[src/rtl/pio_pkg.sv]
`default_nettype none
// ============================================================================
// Module      : pio_pkg
// Description : Shared types and instruction field positions for the PIO
//               execution sequencer (opcodes, JMP conditions, SET
//               destinations, sequencer FSM states).
// Revision    : 1.0 - initial release
// ============================================================================
package pio_pkg;

    // Instruction word field positions
    localparam int c_OPCODE_MSB   = 15;
    localparam int c_OPCODE_LSB   = 13;
    localparam int c_DELAY_MSB    = 12;
    localparam int c_DELAY_LSB    = 8;
    localparam int c_SEL_MSB      = 7;
    localparam int c_SEL_LSB      = 5;
    localparam int c_INDEX_MSB    = 4;
    localparam int c_INDEX_LSB    = 0;
    localparam int c_WAIT_POL_BIT = 7;
    localparam int c_WAIT_SRC_MSB = 6;
    localparam int c_WAIT_SRC_LSB = 5;
    localparam int c_DELAY_W      = c_DELAY_MSB - c_DELAY_LSB + 1;

    // Opcodes this unit acts on; any other encoding retires as a no-op
    typedef enum logic [2:0] {
        OP_JMP  = 3'b000,
        OP_WAIT = 3'b001,
        OP_SET  = 3'b111
    } opcode_e;

    // JMP condition selector in [7:5]
    typedef enum logic [2:0] {
        JC_ALWAYS  = 3'b000,
        JC_X_ZERO  = 3'b001,
        JC_X_DEC   = 3'b010,
        JC_Y_ZERO  = 3'b011,
        JC_Y_DEC   = 3'b100,
        JC_X_NE_Y  = 3'b101,
        JC_PIN     = 3'b110,
        JC_OSR_NE  = 3'b111
    } jmp_cond_e;

    // SET destination selector in [7:5]; unlisted values are no-ops here
    typedef enum logic [2:0] {
        SD_X = 3'b001,
        SD_Y = 3'b010
    } set_dest_e;

    // Sequencer FSM states
    typedef enum logic [0:0] {
        ST_EXEC  = 1'b0,
        ST_DELAY = 1'b1
    } seq_state_e;

    // A WAIT only tests a GPIO pin when its source field is 00; every other
    // source is serviced elsewhere and counts as already satisfied.
    function automatic logic wait_uses_gpio(input logic [15:0] word);
        return (word[c_WAIT_SRC_MSB:c_WAIT_SRC_LSB] == 2'b00);
    endfunction

endpackage : pio_pkg
`default_nettype wire

[src/rtl/delay_counter.sv]
`default_nettype none
// ============================================================================
// Module      : delay_counter
// Description : Instruction delay counter. Loaded with the delay field when
//               a delayed instruction retires, counts down on each enabled
//               cycle and flags expiry on the enabled cycle where it holds 1.
// Revision    : 1.0 - initial release
// ============================================================================
module delay_counter
    import pio_pkg::*;
#(
    parameter int WIDTH = c_DELAY_W
) (
    input  logic             clk,
    input  logic             rst,
    input  logic             exec_en,
    input  logic             load,
    input  logic [WIDTH-1:0] load_val,
    output logic             expire
);

    localparam logic [WIDTH-1:0] c_ONE  = {{(WIDTH-1){1'b0}}, 1'b1};
    localparam logic [WIDTH-1:0] c_ZERO = '0;

    logic [WIDTH-1:0] r_count;

    // Load takes priority; otherwise count down on enabled cycles until zero
    always_ff @(posedge clk or posedge rst) begin
        if (rst) begin
            r_count <= c_ZERO;
        end else if (load) begin
            r_count <= load_val;
        end else if (exec_en && (r_count != c_ZERO)) begin
            r_count <= r_count - c_ONE;
        end
    end

    assign expire = exec_en && (r_count == c_ONE);

endmodule : delay_counter
`default_nettype wire

[src/rtl/instr_sequencer.sv]
`default_nettype none
// ============================================================================
// Module      : instr_sequencer
// Description : Execution sequencer for one PIO state machine. Decodes the
//               instruction at the current PC, evaluates JMP conditions and
//               WAIT stalls, owns the X/Y scratch registers and drives the
//               program counter advance / branch strobes.
//               Build option: PIO_DELAY_EN enables the [12:8] delay field
//               (DELAY state + delay_counter). Without it the field is
//               ignored and every retiring instruction strobes immediately.
// Revision    : 1.0 - initial release
// ============================================================================
module instr_sequencer
    import pio_pkg::*;
#(
    parameter int DATA_W = 32
) (
    input  logic              clk,
    input  logic              rst,
    input  logic              exec_en,
    input  logic [15:0]       instr,
    input  logic [DATA_W-1:0] gpio_in,
    input  logic [4:0]        jmp_pin,
    input  logic              osr_empty,
    output logic              pc_en,
    output logic              jump_en,
    output logic [4:0]        jump,
    output logic              stalled,
    output logic [DATA_W-1:0] x_out,
    output logic [DATA_W-1:0] y_out
);

    localparam logic [DATA_W-1:0] c_XY_ONE  = {{(DATA_W-1){1'b0}}, 1'b1};
    localparam logic [DATA_W-1:0] c_XY_ZERO = '0;

    // ------------------------------------------------------------------
    // Instruction decode
    // ------------------------------------------------------------------
    logic [2:0] w_opcode;
    logic [2:0] w_sel;
    logic [4:0] w_index;
    logic       w_is_jmp;
    logic       w_is_wait;
    logic       w_is_set;
    logic       w_wait_met;
    logic       w_cond_true;
    logic       w_jmp_taken;

    assign w_opcode  = instr[c_OPCODE_MSB:c_OPCODE_LSB];
    assign w_sel     = instr[c_SEL_MSB:c_SEL_LSB];
    assign w_index   = instr[c_INDEX_MSB:c_INDEX_LSB];
    assign w_is_jmp  = (w_opcode == OP_JMP);
    assign w_is_wait = (w_opcode == OP_WAIT);
    assign w_is_set  = (w_opcode == OP_SET);

    assign w_wait_met = !wait_uses_gpio(instr) ||
                        (gpio_in[w_index] == instr[c_WAIT_POL_BIT]);

    // JMP condition, always judged on the X/Y values before any decrement
    always_comb begin
        w_cond_true = 1'b0;
        case (w_sel)
            JC_ALWAYS: w_cond_true = 1'b1;
            JC_X_ZERO: w_cond_true = (x_out == c_XY_ZERO);
            JC_X_DEC:  w_cond_true = (x_out != c_XY_ZERO);
            JC_Y_ZERO: w_cond_true = (y_out == c_XY_ZERO);
            JC_Y_DEC:  w_cond_true = (y_out != c_XY_ZERO);
            JC_X_NE_Y: w_cond_true = (x_out != y_out);
            JC_PIN:    w_cond_true = gpio_in[jmp_pin];
            JC_OSR_NE: w_cond_true = !osr_empty;
            default:   w_cond_true = 1'b0;
        endcase
    end

    assign w_jmp_taken = w_is_jmp && w_cond_true;

    // ------------------------------------------------------------------
    // Retire / stall qualification
    // ------------------------------------------------------------------
    logic w_in_exec;
    logic w_retire;
    logic w_pc_en_raw;
    logic w_jump_en_raw;
    logic [4:0] w_jump_raw;

    assign w_retire = w_in_exec && exec_en && (!w_is_wait || w_wait_met);

`ifdef PIO_DELAY_EN
    // ------------------------------------------------------------------
    // Delayed-retire path: the strobe is held back by the delay field
    // ------------------------------------------------------------------
    seq_state_e r_state;
    logic       r_taken;
    logic [4:0] r_target;
    logic [c_DELAY_W-1:0] w_delay;
    logic       w_load;
    logic       w_exec_strobe;
    logic       w_expire;

    assign w_in_exec     = (r_state == ST_EXEC);
    assign w_delay       = instr[c_DELAY_MSB:c_DELAY_LSB];
    assign w_load        = w_retire && (w_delay != '0);
    assign w_exec_strobe = w_retire && (w_delay == '0);

    delay_counter #(
        .WIDTH (c_DELAY_W)
    ) u_delay_counter (
        .clk      (clk),
        .rst      (rst),
        .exec_en  (exec_en),
        .load     (w_load),
        .load_val (w_delay),
        .expire   (w_expire)
    );

    // EXEC/DELAY sequencing; the branch decision is captured at retire so
    // instr can change freely while the delay runs
    always_ff @(posedge clk or posedge rst) begin
        if (rst) begin
            r_state  <= ST_EXEC;
            r_taken  <= 1'b0;
            r_target <= 5'd0;
        end else begin
            case (r_state)
                ST_EXEC: begin
                    if (w_load) begin
                        r_state  <= ST_DELAY;
                        r_taken  <= w_jmp_taken;
                        r_target <= w_index;
                    end
                end
                ST_DELAY: begin
                    if (w_expire) begin
                        r_state <= ST_EXEC;
                    end
                end
                default: r_state <= ST_EXEC;
            endcase
        end
    end

    assign w_pc_en_raw   = w_exec_strobe || (!w_in_exec && w_expire);
    assign w_jump_en_raw = (w_exec_strobe && w_jmp_taken) ||
                           (!w_in_exec && w_expire && r_taken);
    assign w_jump_raw    = w_in_exec ? w_index : r_target;
`else
    // ------------------------------------------------------------------
    // No delay support: [12:8] is reserved and every retire strobes at once
    // ------------------------------------------------------------------
    logic w_unused_delay_field;

    assign w_unused_delay_field = ^instr[c_DELAY_MSB:c_DELAY_LSB];
    assign w_in_exec     = 1'b1;
    assign w_pc_en_raw   = w_retire;
    assign w_jump_en_raw = w_retire && w_jmp_taken;
    assign w_jump_raw    = w_index;
`endif

    // ------------------------------------------------------------------
    // Scratch registers: side effects land once, on the retire cycle
    // ------------------------------------------------------------------
    logic [DATA_W-1:0] r_x;
    logic [DATA_W-1:0] r_y;
    logic [DATA_W-1:0] w_set_value;

    assign w_set_value = {{(DATA_W-5){1'b0}}, w_index};

    // X/Y update from SET and from the decrementing JMP conditions
    always_ff @(posedge clk or posedge rst) begin
        if (rst) begin
            r_x <= c_XY_ZERO;
            r_y <= c_XY_ZERO;
        end else if (w_retire) begin
            if (w_is_jmp && (w_sel == JC_X_DEC)) begin
                r_x <= r_x - c_XY_ONE;
            end
            if (w_is_jmp && (w_sel == JC_Y_DEC)) begin
                r_y <= r_y - c_XY_ONE;
            end
            if (w_is_set && (w_sel == SD_X)) begin
                r_x <= w_set_value;
            end
            if (w_is_set && (w_sel == SD_Y)) begin
                r_y <= w_set_value;
            end
        end
    end

    assign x_out = r_x;
    assign y_out = r_y;

    // ------------------------------------------------------------------
    // Outputs: all strobes are quiet while reset is held
    // ------------------------------------------------------------------
    assign pc_en   = !rst && w_pc_en_raw;
    assign jump_en = !rst && w_jump_en_raw;
    assign jump    = rst ? 5'd0 : w_jump_raw;
    assign stalled = !rst && w_in_exec && exec_en && w_is_wait && !w_wait_met;

endmodule : instr_sequencer
`default_nettype wire

[config.mk]
export PLATFORM = sky130hd
export DESIGN_NAME = instr_sequencer
export DESIGN_NICKNAME = d
export VERILOG_FILES = /design/src/rtl/pio_pkg.sv /design/src/rtl/delay_counter.sv /design/src/rtl/instr_sequencer.sv
export SDC_FILE = /design/constraint.sdc
export NUM_CORES = 1
export LEC_CHECK = 0
export ABC_AREA = 1
export CAP_MARGIN = 20
export CORE_ASPECT_RATIO = 1.2
export CORE_UTILIZATION = 41
export CTS_BUF_LIST = sky130_fd_sc_hd__clkbuf_16
export DETAILED_ROUTE_END_ITERATION = 16
export PLACE_DENSITY = 0.73
export SLEW_MARGIN = 10
export SYNTH_ARGS = -nofsm -noshare
export SYNTH_HDL_FRONTEND = slang
export SYNTH_SLANG_ARGS = --single-unit
export TNS_END_PERCENT = 30
[constraint.sdc]
create_clock -name clk -period 4.1 [get_ports clk]
set_input_delay 0.82 -clock clk [delete_from_list [all_inputs] [get_ports clk]]
set_output_delay 0.82 -clock clk [all_outputs]
set_load 0.03 [all_outputs]
* Word level (Yosys, flattened, before mapping)
Index checks and enable logic that the tools add are counted.
Storage, ports and cells: latch bits 0, input port bits 57, output and inout port bits 72, bits in registers 64, logic and storage cells 57, memories kept 0, bits in read-only memories 0, bits in writable memories 0
Operators by class: equal/unequal tests 11, magnitude comparators 2, reductions and logical operators 30, bitwise logic cells 0, multiplexer cells 10, shifts and indexed selects 0, multiply operators 0, add/sub/neg operators 2, div/mod/pow operators 0
Operators by type and width (count):
- 32-bit 2-to-1 mux | 4
- 32-bit logical NOT | 2
- 32-bit nonzero test | 2
- 32-bit by 1-bit subtractor with 32-bit output (second input constant) | 2
- 32-bit inequality test | 1
- 3-bit == test (second input constant) | 5
- 1-bit logical AND | 12
- 5-bit by 6-bit less-than comparator with 1-bit output (second input constant) | 2
- 1-bit binary-select mux with 5-bit select | 2
- 1-bit one-hot mux with 8 select lines | 1
- 3-bit by 1-bit == test with 1-bit output (second input constant) | 2
- 3-bit by 2-bit == test with 1-bit output (second input constant) | 2
- 3-bit logical NOT | 2
- 1-bit logical NOT | 5
- 5-bit 2-to-1 mux | 1
- 2-bit AND reduction | 2
- 2-bit nonzero test | 2
- 2-bit logical NOT | 1
- 1-bit logical OR | 2
- 1-bit 2-to-1 mux | 2
- 1-bit == test | 1

* Longest topological paths before layout
depth after elaboration 8, gate-level depth with buffers 16, gate-level depth less buffers 13

* Worst setup path before layout
Ideal clock, no wire load.
path type in2out, start in instr[0], end out stalled, data required time 3280 ps, path buffers 3, data arrival time 2559 ps, stages on the path 14, setup slack 721 ps, cell sequence buf_6 inv_8 buf_8 nand2_1 nand3_1 nand3_1 nand2_1 nand2_1 nand3_2 nand2_1 nand2_2 nand3_4 buf_2 nor3_1
Between the ends: word-level cells in the longest chain between the ends 6
Ends and longest elaborated chain:
- from (decl) | line instr_sequencer.sv:21 | input logic [15:0] instr,
- 1-bit binary-select mux with 5-bit select | line instr_sequencer.sv:57 | (gpio_in[w_index] == instr[c_WAIT_POL_BIT]);
- 1-bit 2-to-1 mux (implied by the code) | line instr_sequencer.sv:57
- 1-bit == test | line instr_sequencer.sv:57
- 1-bit logical OR | line instr_sequencer.sv:56 | assign w_wait_met = !wait_uses_gpio(instr) ||
- 1-bit logical NOT | line instr_sequencer.sv:198 | assign stalled = !rst && w_in_exec && exec_en && w_is_wait && !w_wait_met;
- 1-bit logical AND | line instr_sequencer.sv:198
- to (decl) | line instr_sequencer.sv:28 | output logic stalled,
Every way passes these cells. The select of a mux whose other input is x is not followed.

* Final worst setup path
start in instr[0], end out jump_en
Between the ends: word-level cells in the longest chain between the ends 8
Ends and longest elaborated chain:
- 1-bit binary-select mux with 5-bit select | line instr_sequencer.sv:57
- 1-bit 2-to-1 mux (implied by the code) | line instr_sequencer.sv:57
- 1-bit == test | line instr_sequencer.sv:57
- 1-bit logical OR | line instr_sequencer.sv:56
- 1-bit logical OR | line instr_sequencer.sv:86 | assign w_retire = w_in_exec && exec_en && (!w_is_wait || w_wait_met);
- 1-bit logical AND | line instr_sequencer.sv:86
- 1-bit logical AND | line instr_sequencer.sv:155 | assign w_jump_en_raw = w_retire && w_jmp_taken;
- 1-bit logical AND | line instr_sequencer.sv:196 | assign jump_en = !rst && w_jump_en_raw;
- to (decl) | line instr_sequencer.sv:26 | output logic jump_en,
Every way passes these cells. The select of a mux whose other input is x is not followed.

==> flow_summary.toml <==
[run_status]
status = "completed"

[drt]
vias = 6866
drtIter0Drc = 537
via_per_inst = 5.45
postRouteWirelength_um = 19300
wl_per_cell_um = 15.3
drt-pass1-iter-count = 5
route.detailed.drc = 0
ant_nets = 0

[power]
leakagePower_nw = 3.67
p_switching_mw = 2.01
powerDensity_nw_per_um2 = 547
p_seq_share_pct = 28.0
p_clk_share_pct = 18.1
combinationalPowerShare_pct = 54.0
power_mw = 4.12
internal_power_mw = 2.10
ir_drop_v = 0.000263
swShare_pct = 48.9

[timing]
fmax_ghz = 0.266
finalSetupViolations = 0
setup_ws_ps = 343
relSlewSlack_pct = 47.3
rsz0062_at_grt = "false"
tightest_slew_ps = 790
min_period_over_period_pct = 91.6
drv_slew = 0
hold_viol_final = 0
fin_crit_ps = 3760
skew_ps = 4.98
fin_tns_setup_ps = 0

[grt]
overflow = 0
grt_pass1_wl_um = 31400
grt_pass1_vias = 6218
antenna_found_initial = 0
grt_max_degree = 67
track_usage_pct = 26.1

[placement]
dp_slack_ps = 171
place_area_sq_um = 7240
io_buffer_count = 123
gp_congestion = 0.909
dp_hpwl_um = 14400

[clocking]
numCtsBuffers = 9
cts.clk_slew.worst_paths_ps = 50
cts-resized-gates = 0
htreeDepth = 3
clockRootBuffer = "clkbuf_16"
post_cts_buffers = 0
worstSkewPairLatency_ps = 340
cts.sinks = 64
holdBufCountCts = 0
cts_tree = "built"
clk_path_buf_depth = 2

[layout]
final-seq-area_sq_um = 1600
area_growth_pct = 25.5
multi_input_area_sq_um = 3790
drive_gt1_share_pct = 5.35
fill_cells = 1448
fin_nets = 1143
post-route-cell-area_sq_um = 7530
final_util_pct = 52.4
n_antenna_cell = 0

[yosys]
synth_top_flop_cell = "dfrtp_1"
syn_inst = 982
async_reset_ff_share_pct = 100
yosys_warnings = 0
syn_avg_cell_area_sq_um = 6.11
ys_types = 40
syn_nets = 1043
syn-cell-area_sq_um = 6000
synth_edf_count = 0
ys_seq_elements = 64
yosysSeqAreaShare_pct = 26.7

[floorplan]
fp.dieH_um = 134
coreArea_sq_um = 14400
die_area_sq_um = 15100
rows = 48
initial_utilization_pct = 41.8
io_pins = 129
die_w_um = 112

[setup_path]
crit_path_max_incr_delay_ps = 580
critPathSlowestCell = "clkdlybuf4s50_1"
end_kind = "output pin"
worst-path-buf-inv = 4
worst_setup_path_start_kind = "primary input"
cp_data_required_time_ps = 3280
r2r_slack_ps = 1900
critPathKind = "in -> out"
crit_chain = "clkdlybuf4s50_1, buf_4, nand2_1, nand3_1, nand3_1, nand2_1, nand2_1, nand3_2, nand3_2, nand3_4, buf_8, nand3_1, nor2_1, buf_4"
arrival_ps = 2940
cp_max_fo = 35
path_delay_family = "buffers and inverters"

[job]
drv_cap = 0

[worst_hold_path]
worstHoldPathType = "reg -> reg"
-- worst paths after layout --
kind                                              end  depth (start not counted)                  start
max in group asynchronous       y_out[24]$_DFFE_PP0P_                          3                    rst
min in group asynchronous        x_out[2]$_DFFE_PP0P_                          2                    rst
worst max-delay path                          jump_en                         14               instr[0]
worst max register to register  x_out[20]$_DFFE_PP0P_                         11   x_out[0]$_DFFE_PP0P_
worst min register to register  y_out[31]$_DFFE_PP0P_                          2  y_out[31]$_DFFE_PP0P_
worst min-delay path            y_out[31]$_DFFE_PP0P_                          2  y_out[31]$_DFFE_PP0P_
-- cells by family after synthesis --
kind of cell	count (synthesis)	share of synthesized area (%)
AND/OR/NAND/NOR	650	48.0
adder cells (fa/ha/maj)	4	0.835
flip-flops	64	26.7
buffers and inverters	127	10.2
AO/OA/AOI/OAI	104	9.43
XOR/XNOR	33	4.82
-- sequential cells by signal, indices dropped and copies added, names as in the netlist --
signal	count
x_out	32
y_out	32
-- synthesized netlist by cell type, types with 2 or more instances --
master	count	share of area [%]
nand4_1	79	8.2
nor2_2	3	0.31
o21ai_0	47	3.9
or2_2	7	0.73
nor2_1	154	9.6
inv_1	71	4.4
dfrtp_1	64	27
a21oi_1	37	3.1
buf_8	4	1.0
buf_2	15	1.3
a31oi_1	5	0.52
o21a_1	5	0.63
nand2_1	300	19
nand2_2	2	0.21
nand3_2	3	0.50
buf_6	5	0.94
nor2_4	2	0.38
o21ai_1	2	0.17
clkinv_1	2	0.13
o221ai_1	6	0.88
buf_4	2	0.25
and3_1	3	0.31
xor2_1	27	3.9
nor3_1	31	2.6
ha_1	4	0.83
nand3_4	3	0.88
xnor2_1	6	0.88
inv_2	4	0.25
clkbuf_1	21	1.3
nand3_1	58	4.8
-- final cells by class --
cell class	count	area share, %
repair buffers	138	17.9
well taps	175	2.91
inverters	78	3.99
clock inverters	5	0.682
flip-flops and latches	64	21.3
clock buffers	9	2.99
multi-input cells	791	50.3
-- power groups by stage --
stage	Sequential, mW	Combinational, mW	Clock [mW]
floorplan	1.31	1.31	0
global route	1.17	2.47	0.784
detailed placement	1.16	2.20	0
global placement	1.15	2.17	0
CTS	1.15	2.21	0.754
finish	1.15	2.22	0.743
-- through the flow --
stage / instances / hold slack (ps)
after floorplan: 982 / 674
after global placement: 1246 / 547
after detailed placement: 1246 / 541
after CTS: 1260 / 553
after global routing: 1260 / 589
final: 1260 / 563
-- worst min-delay path, cell delays in order (launching register included) --
cell and delay [ps]:
dfrtp_1 410, nand2_1 70, nand2_1 50
-- placed cells by master (no fill, tap or decap), types with 6 or more instances in the layout --
cell and count:
o21ai_0 47, nand4_1 79, o221ai_1 6, inv_1 71
xor2_1 27, clkdlybuf4s50_1 119, nor2_1 154, clkbuf_16 9
nand3_1 58, nand2_1 300, dfrtp_1 64, buf_4 16
nor3_1 31, a21oi_1 37, xnor2_1 6, or2_2 7
-- layer usage --
layer | GRT usage [%] | up-vias | routed length (um)
met3 | 4.17 | 31 | 1210
met4 | 10.0 | 0 | 416
met1 | 32.0 | 3135 | 8280
met5 | 0 | - | 0
li1 | - | 3448 | -
met2 | 46.0 | 252 | 9440
No activity file was read; power rests on OpenSTA's default activity.
